## config.mk

```make
export PLATFORM = sky130hd
export DESIGN_NAME = div36x18_seq_flat
export DESIGN_NICKNAME = d
export VERILOG_FILES = /design/src/rtl/div36x18_if.sv /design/src/rtl/div36x18_seq.sv /design/src/flat_wrapper.sv
export SDC_FILE = /design/constraint.sdc
export NUM_CORES = 1
export LEC_CHECK = 0
export CORE_MARGIN = 2
export CORE_UTILIZATION = 26
export CTS_CLUSTER_SIZE = 40
export DETAILED_ROUTE_END_ITERATION = 10
export PLACE_DENSITY_LB_ADDON = 0.05
export SLEW_MARGIN = 0
export SYNTH_ARGS = -nofsm -noshare
export SYNTH_HDL_FRONTEND = slang
export SYNTH_SLANG_ARGS = --single-unit
```

## constraint.sdc

```tcl
create_clock -name clk -period 4.35 [get_ports clk]
set_clock_uncertainty 0.2 [all_clocks]
set_input_delay 0.6525 -clock clk [delete_from_list [all_inputs] [get_ports clk]]
set_output_delay 0.6525 -clock clk [all_outputs]
set_load 0.1 [all_outputs]
```

## src/rtl/div36x18_if.sv

```systemverilog
// Operand/result handshake bundle for div36x18_seq; in_signed exists only
// when DIV36X18_SIGNED_SEL_EN is defined.
interface div36x18_if;
  logic        in_valid;
  logic        in_ready;
  logic [35:0] dividend;
  logic [17:0] divisor;
`ifdef DIV36X18_SIGNED_SEL_EN
  logic        in_signed;
`endif
  logic        out_valid;
  logic        out_ready;
  logic [17:0] quot;
  logic [17:0] rem;
  logic        ovf;
  logic        dz;

  modport master (
    output in_valid, dividend, divisor, out_ready,
`ifdef DIV36X18_SIGNED_SEL_EN
    output in_signed,
`endif
    input  in_ready, out_valid, quot, rem, ovf, dz
  );

  modport slave (
    input  in_valid, dividend, divisor, out_ready,
`ifdef DIV36X18_SIGNED_SEL_EN
    input  in_signed,
`endif
    output in_ready, out_valid, quot, rem, ovf, dz
  );
endinterface

```

## src/rtl/div36x18_seq.sv

```systemverilog
// Iterative restoring divider, 36b / 18b -> 18b quotient + remainder, signed (C semantics).
// Define DIV36X18_SIGNED_SEL_EN to add bus.in_signed selecting unsigned operation per request.
module div36x18_seq #(
  parameter logic [17:0] DZ_QUOT = 18'h3FFFF,
  parameter bit          SAT     = 1'b1
) (
  input  logic     clk,
  input  logic     rst_n,
  input  logic     en,
  div36x18_if.slave bus
);

  localparam logic [1:0] S_IDLE = 2'd0;
  localparam logic [1:0] S_CALC = 2'd1;
  localparam logic [1:0] S_FIX  = 2'd2;
  localparam logic [1:0] S_DONE = 2'd3;

  logic [1:0]  r_state;
  logic [4:0]  r_cnt;
  logic [18:0] r_pr;
  logic [17:0] r_dq;
  logic [17:0] r_dv;
  logic [17:0] r_dd_lo;
  logic        r_dd_neg;
  logic        r_q_neg;
  logic        r_sgn;
  logic        r_wide;
  logic        r_out_valid;
  logic [17:0] r_quot;
  logic [17:0] r_rem;
  logic        r_ovf;
  logic        r_dz;

  logic        w_signed;
  logic        w_dd_neg;
  logic        w_dv_neg;
  logic [35:0] w_dd_mag;
  logic [17:0] w_dv_mag;
  logic [18:0] w_sh;
  logic [18:0] w_diff;
  logic        w_ge;
  logic        w_accept;
  logic        w_dz;
  logic        w_ovf;
  logic [17:0] w_quot;
  logic [17:0] w_rem;

`ifdef DIV36X18_SIGNED_SEL_EN
  assign w_signed = bus.in_signed;
`else
  assign w_signed = 1'b1;
`endif

  assign w_dd_neg = w_signed & bus.dividend[35];
  assign w_dv_neg = w_signed & bus.divisor[17];
  // -2^35 negates to 2^35, which is representable as a 36-bit unsigned magnitude.
  assign w_dd_mag = w_dd_neg ? -bus.dividend : bus.dividend;
  assign w_dv_mag = w_dv_neg ? -bus.divisor  : bus.divisor;
  assign w_accept = en & bus.in_valid & (r_state == S_IDLE);

  assign w_sh   = {r_pr[17:0], r_dq[17]};
  assign w_diff = w_sh - {1'b0, r_dv};
  assign w_ge   = (w_sh >= {1'b0, r_dv});

  // r_wide means the quotient magnitude needs more than 18 bits, so the 18 iterations
  // only yield an exact magnitude when it is clear; -2^17 is then the one legal 2^17.
  assign w_dz  = (r_dv == 18'd0);
  assign w_ovf = r_wide | (r_sgn & (r_q_neg ? (r_dq > 18'h20000) : (r_dq > 18'h1FFFF)));

  // NOTE: every always_comb output gets a default first so no path can infer a latch.
  always_comb begin
    w_quot = r_q_neg ? -r_dq : r_dq;
    w_rem  = r_dd_neg ? -r_pr[17:0] : r_pr[17:0];
    if (w_dz) begin
      w_quot = DZ_QUOT;
      w_rem  = r_dd_lo;
    end else if (w_ovf && SAT) begin
      w_quot = !r_sgn ? 18'h3FFFF : (r_q_neg ? 18'h20000 : 18'h1FFFF);
      w_rem  = 18'd0;
    end
  end

  // NOTE: datapath registers carry no reset; the FSM never consumes them before an accept loads them.
  always_ff @(posedge clk) begin
    if (w_accept) begin
      r_pr     <= {1'b0, w_dd_mag[35:18]};
      r_dq     <= w_dd_mag[17:0];
      r_dv     <= w_dv_mag;
      r_dd_lo  <= bus.dividend[17:0];
      r_dd_neg <= w_dd_neg;
      r_q_neg  <= w_dd_neg ^ w_dv_neg;
      r_sgn    <= w_signed;
      r_wide   <= (w_dd_mag[35:18] >= w_dv_mag);
      r_cnt    <= 5'd17;
    end else if (en && r_state == S_CALC) begin
      r_pr  <= w_ge ? w_diff : w_sh;
      r_dq  <= {r_dq[16:0], w_ge};
      r_cnt <= r_cnt - 5'd1;
    end
  end

  // FIX loads the result; the first DONE cycle raises out_valid, giving a fixed 20-cycle latency.
  always_ff @(posedge clk) begin
    if (!rst_n) begin
      r_state     <= S_IDLE;
      r_out_valid <= 1'b0;
      r_quot      <= 18'd0;
      r_rem       <= 18'd0;
      r_ovf       <= 1'b0;
      r_dz        <= 1'b0;
    end else if (en) begin
      case (r_state)
        S_IDLE: if (bus.in_valid) r_state <= S_CALC;
        S_CALC: if (r_cnt == 5'd0) r_state <= S_FIX;
        S_FIX: begin
          r_quot  <= w_quot;
          r_rem   <= w_rem;
          r_ovf   <= w_ovf & ~w_dz;
          r_dz    <= w_dz;
          r_state <= S_DONE;
        end
        default: begin
          if (!r_out_valid) begin
            r_out_valid <= 1'b1;
          end else if (bus.out_ready) begin
            r_out_valid <= 1'b0;
            r_state     <= S_IDLE;
          end
        end
      endcase
    end
  end

  assign bus.in_ready  = (r_state == S_IDLE);
  assign bus.out_valid = r_out_valid;
  assign bus.quot      = r_quot;
  assign bus.rem       = r_rem;
  assign bus.ovf       = r_ovf;
  assign bus.dz        = r_dz;

endmodule

```

## src/flat_wrapper.sv

```systemverilog
// flat-port wrapper written by rule: the top's interface ports become plain ports
module div36x18_seq_flat 
#(
  parameter logic [17:0] DZ_QUOT = 18'h3FFFF,
  parameter bit          SAT     = 1'b1
)
  (clk, rst_n, en, bus_in_valid, bus_dividend, bus_divisor, bus_out_ready, bus_in_ready, bus_out_valid, bus_quot, bus_rem, bus_ovf, bus_dz);
  div36x18_if bus_i ();
  input  logic clk;
  input  logic rst_n;
  input  logic en;
  input wire logic [$bits(bus_i.in_valid)-1:0] bus_in_valid;
  input wire logic [$bits(bus_i.dividend)-1:0] bus_dividend;
  input wire logic [$bits(bus_i.divisor)-1:0] bus_divisor;
  input wire logic [$bits(bus_i.out_ready)-1:0] bus_out_ready;
  output wire logic [$bits(bus_i.in_ready)-1:0] bus_in_ready;
  output wire logic [$bits(bus_i.out_valid)-1:0] bus_out_valid;
  output wire logic [$bits(bus_i.quot)-1:0] bus_quot;
  output wire logic [$bits(bus_i.rem)-1:0] bus_rem;
  output wire logic [$bits(bus_i.ovf)-1:0] bus_ovf;
  output wire logic [$bits(bus_i.dz)-1:0] bus_dz;
  assign bus_i.in_valid = bus_in_valid;
  assign bus_i.dividend = bus_dividend;
  assign bus_i.divisor = bus_divisor;
  assign bus_i.out_ready = bus_out_ready;
  assign bus_in_ready = bus_i.in_ready;
  assign bus_out_valid = bus_i.out_valid;
  assign bus_quot = bus_i.quot;
  assign bus_rem = bus_i.rem;
  assign bus_ovf = bus_i.ovf;
  assign bus_dz = bus_i.dz;
  div36x18_seq #(.DZ_QUOT(DZ_QUOT), .SAT(SAT)) u_core (.clk(clk), .rst_n(rst_n), .en(en), .bus(bus_i));
endmodule
```

==> key figures, run 1 <==
GRT
  – Total gr overflow: 0
  – Pin count of the biggest net entering global routing: 43
  – Met3 Resource Use GR: 2.707%
  – Via count of the first global-routing pass: 6769
  – Antenna violations before repair: 0
  – Global routing usage on met2: 24.94%
  – GR Util met1: 24.84%
  – GRT Util Overall: 16.60%
  – Busiest layer in global routing: met2
  – Global-route wire length before repair: 40020 um

Clocking
  – Post-CTS setup repair buffer count: 0
  – Clk sink count: 121
  – Clock-pin slew on the worst setup and hold paths: 0.07 ns
  – CTS buffer count: 17
  – Deepest level of the CTS H-tree: 4
  – Cell at the root of the clock tree: clkbuf_16
  – Number of cells upsized or downsized after cts: 0
  – Clock insertion delay at the later pin of the skew report: 0.43 ns
  – Maximum buffer depth of the clock tree: 2
  – TritonCTS clock tree: done
  – Hold bufs inserted after CTS: 0

Timing
  – Hold Fails Final Rpt: 0
  – Final setup violation count: 0
  – Number of max-slew violations in the final report: 0
  – Unrepaired setup endpoints after global routing: false
  – Shortest clock period the worst path allows after layout: 4.111 ns
  – Max-slew headroom at the worst pin: 21.28%
  – Final period utilization: 94.51%
  – Achievable frequency: 0.2432 GHz
  – Final total negative setup slack: 0 ns
  – Transition time of the tightest slew-check pin: 1.177 ns
  – Final setup slack of the worst path: 0.2389 ns

Detailed routing
  – Post-route DRC violation count: 0
  – Detailed-route vias per instance: 4.818
  – Total Routed Length: 25520 um
  – Wire length per cell after detailed routing: 17.96 um
  – Number of design-rule violations left by the first detailed-router iteration: 346
  – First-pass DRT Iterations: 5
  – Antenna-violating nets left: 0
  – Via count of the routed design: 6846

Place
  – Total instance count after detailed placement: 1389
  – Detailed placement HPWL: 19890 um
  – Total placed instance area: 9727 um2
  – Final RePlAce weighted congestion: 0.8290
  – IO Port Bufs: 98
  – Post-placement worst setup slack: -0.1699 ns

Synthesis
  – Sequential area share after synthesis: 40.06%
  – Count of state elements after synthesis: 121
  – Most frequent cell after synthesis: nand2_1
  – Count of distinct cell types in the synthesized netlist: 54
  – Post-synth top cells: nand2_1, o21ai_0, edfxtp_1, a21oi_1, inv_1
  – Top_reg_cell synth: edfxtp_1
  – Top cells by area, synth: edfxtp_1, dfxtp_1, ha_1
  – Top cell type's share of synthesized area: 28.43%
  – Mean Syn Cell Area: 9.043 um2
  – Synth Cell Area: 7921 um2
  – Share of flip-flops with an asynchronous set or reset after synthesis: 0%
  – Net count of the mapped netlist: 981
  – Post-Syn Instances: 876
  – Synth area leader: edfxtp_1
  – Warnings, synthesis: 0
  – Number of synthesized flops with an enable pin: 75

Die
  – Number of cell rows: 63
  – Die Y-Extent: 178.5 um
  – Effective utilization at floorplan: 26.59%
  – Number of ports placed on the die boundary: 99
  – Die boundary width: 178.5 um
  – Area inside the core boundary: 29800 um2
  – Die Footprint: 31880 um2

Worst setup path
  – Worst flop-to-flop path startpoint: u_core.r_pr[13]
  – Worst setup startpoint: bus_dividend[12]
  – Critical Setup Path Class: in2reg
  – Cell depth of the worst flop-to-flop path: 10
  – Crit Path Max Fanout: 4
  – Crit end category: register
  – Critical path data arrival time: 4.07 ns
  – Maximum cell stage delay along the critical path: 0.58 ns
  – CP max-delay cell: or4_1
  – Reg2reg end: u_core.r_pr[1]
  – Data required time of the critical path: 4.31 ns
  – Worst reg2reg setup slack: 0.90 ns
  – Crit path cell chain: clkdlybuf4s50_1, or4_1, nor4_1, buf_4, buf_4, nand2_1, o31a_1, xor2_1, ha_1, a21oi_1, nor2b_1, o21ai_0, nand2b_1, o21ai_0, a32oi_1
  – CP Capture Point: u_core.r_wide
  – Category of the worst setup path launch point: input port

Final layout
  – Number of non-filler instances in the completed layout: 1421
  – Count of nets after finishing: 1123
  – Fraction of the core area covered by cells at the end of the flow: 34.58%
  – Fraction of final layout cells sized beyond drive strength 1: 10.28%
  – Synth-to-Final Area Change: 30.06%
  – Fill cell instance count of the final layout: 3122
  – Footprint of the multi-input gates: 4397 um2
  – Sequential Area: 3173 um2
  – Layout Cell Area excl Fill: 10300 um2
  – Ant diodes: 0

Pwr
  – Maximum vdd ir drop: 0.0002874 V
  – Power density over the cells: 394.7 nW/um2
  – Leakage power total: 3.943 nW

Flow run
  – Maximum Capacitance Violations: 0

Run status
  – Status: completed

Min path
  – Path type of the worst min-delay path: reg2reg
[state kept, by name (all words and copies together) (netlist names)]
name / count
u_core.bus.quot: 18
u_core.bus.rem: 18
u_core.r_dd_lo: 18
u_core.r_dq: 18
u_core.r_dv: 18
u_core.r_pr: 18
u_core.r_cnt: 5
u_core.r_state: 2
u_core.bus.dz: 1
u_core.bus.out_valid: 1
u_core.bus.ovf: 1
u_core.r_dd_neg: 1
u_core.r_q_neg: 1
u_core.r_wide: 1
[logic make-up after synthesis]
family / share of synthesized area [%]
compound gates: 18.16
buf+inv: 4.565
mux: 2.432
flops: 40.06
xor+xnor: 10.72
fa+ha+maj: 7.361
simple gates: 16.70
[how the worst min path moves through the flow]
stage,startpoint,endpoint,slack [ns],depth (start not counted)
final,u_core.r_cnt[4],u_core.r_cnt[4],0.30,2
after CTS,u_core.r_cnt[4],u_core.r_cnt[4],0.31,2
after global routing,u_core.r_dd_lo[11],u_core.bus.rem[11],0.34,2
after floorplan,u_core.r_cnt[4],u_core.r_cnt[4],0.27,2
after global placement,u_core.r_cnt[4],u_core.r_cnt[4],0.29,2
after detailed placement,u_core.r_cnt[4],u_core.r_cnt[4],0.29,2
[layout by cell type, fill, tap and decap left out, types with 3 or more instances in the layout]
cell             count
clkdlybuf4s50_1     98
nand2_1             91
nand2b_1            10
xnor2_1             49
nor3_1              11
nand4_1              5
dfxtp_1             46
inv_8                4
nand3b_1             4
nor4_1              15
a222oi_1             4
a21boi_0             3
buf_4               60
clkinv_4             3
a221oi_1             9
mux2i_1             17
clkbuf_16           18
a21oi_1             72
nand3_1             11
o21ai_0             86
and3_1              12
or3_1               11
a31oi_1              7
xor2_1              48
inv_6                4
o31ai_1             24
a21o_1               7
or4_1               13
nor2b_1             22
nor2_1              39
o41ai_1             10
and2_1               3
edfxtp_1            75
ha_1                45
inv_1               57
[power by group]
part           internal (W)  total (W)  leakage [nW]  switching, W
combinational      0.000500    0.00117          2.58      0.000674
clock              0.000787    0.00139         0.285      0.000605
sequential          0.00137    0.00150          1.07      0.000129
total               0.00266    0.00407          3.94       0.00141
[cell type report]
| class | count | share of cell area (%) |
|---|---|---|
| Clock buffer | 18 | 4.372 |
| Tap cell | 390 | 4.736 |
| Clock inverter | 14 | 1.214 |
| Multi-Input combinational cell | 661 | 42.68 |
| Sequential cell | 121 | 30.80 |
| Timing Repair Buffer | 159 | 14.09 |
| Inverter | 58 | 2.113 |
[worst max-delay path, delay by kind of cell]
family / cells / cell delay, ns
adder cells (fa/ha/maj): 1 / 0.29
AND/OR/NAND/NOR: 5 / 1.10
AO/OA/AOI/OAI: 5 / 0.99
buffers and inverters: 3 / 0.82
XOR/XNOR: 1 / 0.22
[routing by layer]
metal  wire length [um]  up-vias
met4                218        0
met2              10930      144
met3                961       15
li1                   -     3470
met5                  0        -
met1              13410     3217
[metrics by stage]
step                      total power (W)  hold WS (ns)
final                            0.004066        0.3011
after global routing             0.004314        0.3435
after CTS                        0.004120        0.3081
after detailed placement         0.002708        0.2859
after global placement           0.002718        0.2911
after floorplan                  0.002283        0.2652
Note: power is estimated with default switching activity, not from simulation.
==> inputs of run 2 (changes only) <==
==> constraint.sdc (replaced) <==
create_clock -name clk -period 4 [get_ports clk]
set_clock_uncertainty 0.2 [all_clocks]
set_input_delay 0.6 -clock clk [delete_from_list [all_inputs] [get_ports clk]]
set_output_delay 0.6 -clock clk [all_outputs]
set_load 0.1 [all_outputs]
==> key figures, run 2 (synthesis results as in run 1) <==
Place
  – Final RePlAce weighted congestion: 0.8457 (+2.0%)
  – IO Port Bufs: 98 (unchanged)
  – Detailed placement HPWL: 19870 um (-0.11%)

Worst setup path
  – Critical path data arrival time: 3.69 ns (-0.38 ns)
  – Crit Path Max Fanout: 2 (-2)
  – Category of the worst setup path launch point: input port
  – Data required time of the critical path: 3.95 ns (-0.36 ns)
  – CP max-delay cell: or4_1
  – Most common cell on crit path: a21o_1
  – Critical Setup Path Class: in2reg
  – Crit path cell chain: clkdlybuf4s50_1, or4_1, nor4_2, buf_4, nand3_1, o41ai_2, xnor2_1, ha_1, a21o_1, a21o_1, a21oi_1, nor2b_1, o21ai_1, a32oi_1
  – Crit end category: register
  – Maximum cell stage delay along the critical path: 0.58 ns (about the same)

Final layout
  – Commonest cells after routing, fill and taps aside: buf_4, clkdlybuf4s50_1, nand2_1
  – Most common cell after layout, fill and taps aside: buf_4
  – Fill cell instance count of the final layout: 3140 (+0.58%)
  – Synth-to-Final Area Change: 34.21%
  – Ant diodes: 0 (unchanged)
  – Count of nets after finishing: 1158 (+3.1%)
  – Fraction of final layout cells sized beyond drive strength 1: 13.88% (+3.6 points)

Timing
  – Final hold slack: 0.3038 ns (+0.002753 ns)
  – Final period utilization: 93.39%
  – Transition time of the tightest slew-check pin: 1.171 ns (-0.006063 ns)
  – Hold Fails Final Rpt: 0 (unchanged)
  – Shortest clock period the worst path allows after layout: 3.736 ns
  – Number of max-slew violations in the final report: 0 (unchanged)
  – Max-slew headroom at the worst pin: 21.68% (+0.41 points)
  – Final total negative setup slack: 0 ns (unchanged)
  – Final setup violation count: 0 (unchanged)
  – Unrepaired setup endpoints after global routing: false
  – Achievable frequency: 0.2677 GHz

GRT
  – Via count of the first global-routing pass: 6803 (+0.50%)
  – Global-route wire length before repair: 39900 um (-0.31%)
  – Pin count of the biggest net entering global routing: 37 (-14%)
  – Total gr overflow: 0 (unchanged)
  – GRT Util Overall: 16.54% (-0.059 points)
  – Antenna violations before repair: 0 (unchanged)

Pwr
  – Sequential cell fraction of total power: 36.1% (-0.8 points)
  – Maximum vdd ir drop: 0.0003227 V (+12%)
  – Power density over the cells: 424.8 nW/um2 (+7.6%)
  – Proportion of power drawn by the clock network: 35.2% (+1.0 points)
  – Power Internal: 0.002973 W (+12%)
  – Combinational share of power: 28.8% (about the same)
  – Leakage power total: 4.150 nW (+5.2%)
  – Switching share of power: 34.17% (-0.44 points)
  – Net load switching power: 0.001543 W (+9.7%)
  – Overall power: 0.004517 W (+11%)

Detailed routing
  – Total Routed Length: 25430 um (-0.34%)
  – Via count of the routed design: 6949 (+1.5%)
  – Wire length per cell after detailed routing: 17.46 um (-2.7%)
  – Antenna-violating nets left: 0 (unchanged)
  – First-pass DRT Iterations: 6 (+1)
  – Number of design-rule violations left by the first detailed-router iteration: 375 (+8.4%)
  – Detailed-route vias per instance: 4.773 (-0.94%)
  – Post-route DRC violation count: 0 (unchanged)

Clocking
  – Deepest level of the CTS H-tree: 4 (unchanged)
  – Clock insertion delay at the later pin of the skew report: 0.42 ns (about the same)
  – Cell at the root of the clock tree: clkbuf_16
  – Clock-pin slew on the worst setup and hold paths: 0.07 ns (about the same)
  – TritonCTS clock tree: done
  – Maximum buffer depth of the clock tree: 2 (unchanged)
  – Clk sink count: 121 (unchanged)
  – CTS buffer count: 17 (unchanged)

Die
  – Die Y-Extent: 178.5 um (unchanged)
  – Area inside the core boundary: 29800 um2 (unchanged)
  – Number of ports placed on the die boundary: 99 (unchanged)
  – Effective utilization at floorplan: 26.59% (unchanged)
  – Number of cell rows: 63 (unchanged)
  – Die boundary width: 178.5 um (unchanged)
  – Die Footprint: 31880 um2 (unchanged)

Min path
  – Path type of the worst min-delay path: reg2reg

Flow run
  – Maximum Capacitance Violations: 0 (unchanged)

Run status
  – Status: completed
[run 2: cell type report]
cell class	count	area, um2	share of cell area (%)
multi-input combinational	661	4447	41.83
tap	390	488.0	4.590
sequential	121	3173	29.85
inverter	58	217.7	2.048
clock inverter	14	146.4	1.377
clock buffer	18	450.4	4.237
timing repair buffer	194	1709	16.08
[run 2: routing by layer]
| layer | vias to the layer above | track usage [%] | part of all wire, % |
|---|---|---|---|
| li1 | 3547 | - | - |
| met1 | 3263 | 24.66 | 52 |
| met2 | 122 | 24.84 | 44 |
| met3 | 17 | 2.259 | 3.1 |
| met4 | 0 | 4.370 | 1.0 |
| met5 | - | 0 | 0 |
[run 2: repair_timing]
| action | 4_1_cts | 5_1_grt |
|---|---|---|
| pin swaps | 0 | 3 |
| setup buffers | 0 | 1 |
| gates cloned | 0 | 0 |
| hold buffers | 0 | 0 |
| resized for setup | 3 | 10 |
| endpoints found under the setup margin | 1 | 1 |
[run 2: critical path: cells and delay by family]
kind | cells | cell delay (ns)
xor gates and xnor gates | 1 | 0.19
and+or+nand+nor | 4 | 0.95
AOI/OAI and AO/OA | 6 | 1.08
buffers and inverters | 2 | 0.57
adders and majority gates | 1 | 0.29
[run 2: path summary, 6_finish.rpt]
path / from / endpoint / slack [ns] / cells after the start
worst min-delay path: u_core.r_cnt[4] / u_core.r_cnt[4] / 0.30 / 2
worst max register to register: u_core.r_pr[0] / u_core.bus.rem[16] / 0.79 / 9
worst max-delay path: bus_dividend[6] / u_core.r_wide / 0.26 / 14
worst min register to register: u_core.r_cnt[4] / u_core.r_cnt[4] / 0.30 / 2
[run 2: power by group through the flow]
stage / sequential [W] / clock (W) / combinational [W]
2_1_floorplan: 0.00165 / 0 / 0.000833
5_1_grt: 0.00164 / 0.00168 / 0.00146
3_5_place_dp: 0.00166 / 0 / 0.00130
6_report: 0.00163 / 0.00159 / 0.00130
3_3_place_gp: 0.00166 / 0 / 0.00131
4_1_cts: 0.00163 / 0.00163 / 0.00131
[run 2: stage by stage]
stage,setup slack (ns),instance area [um2],util (%),instances
after floorplan,0.1993,7921,-,876
after global placement,-0.3436,9970,33.46,1423
after detailed placement,-0.5566,9970,33.46,1423
after CTS,0.02283,10580,35.51,1455
after global routing,0.02693,10630,35.68,1456
final,0.2645,10630,35.68,1456
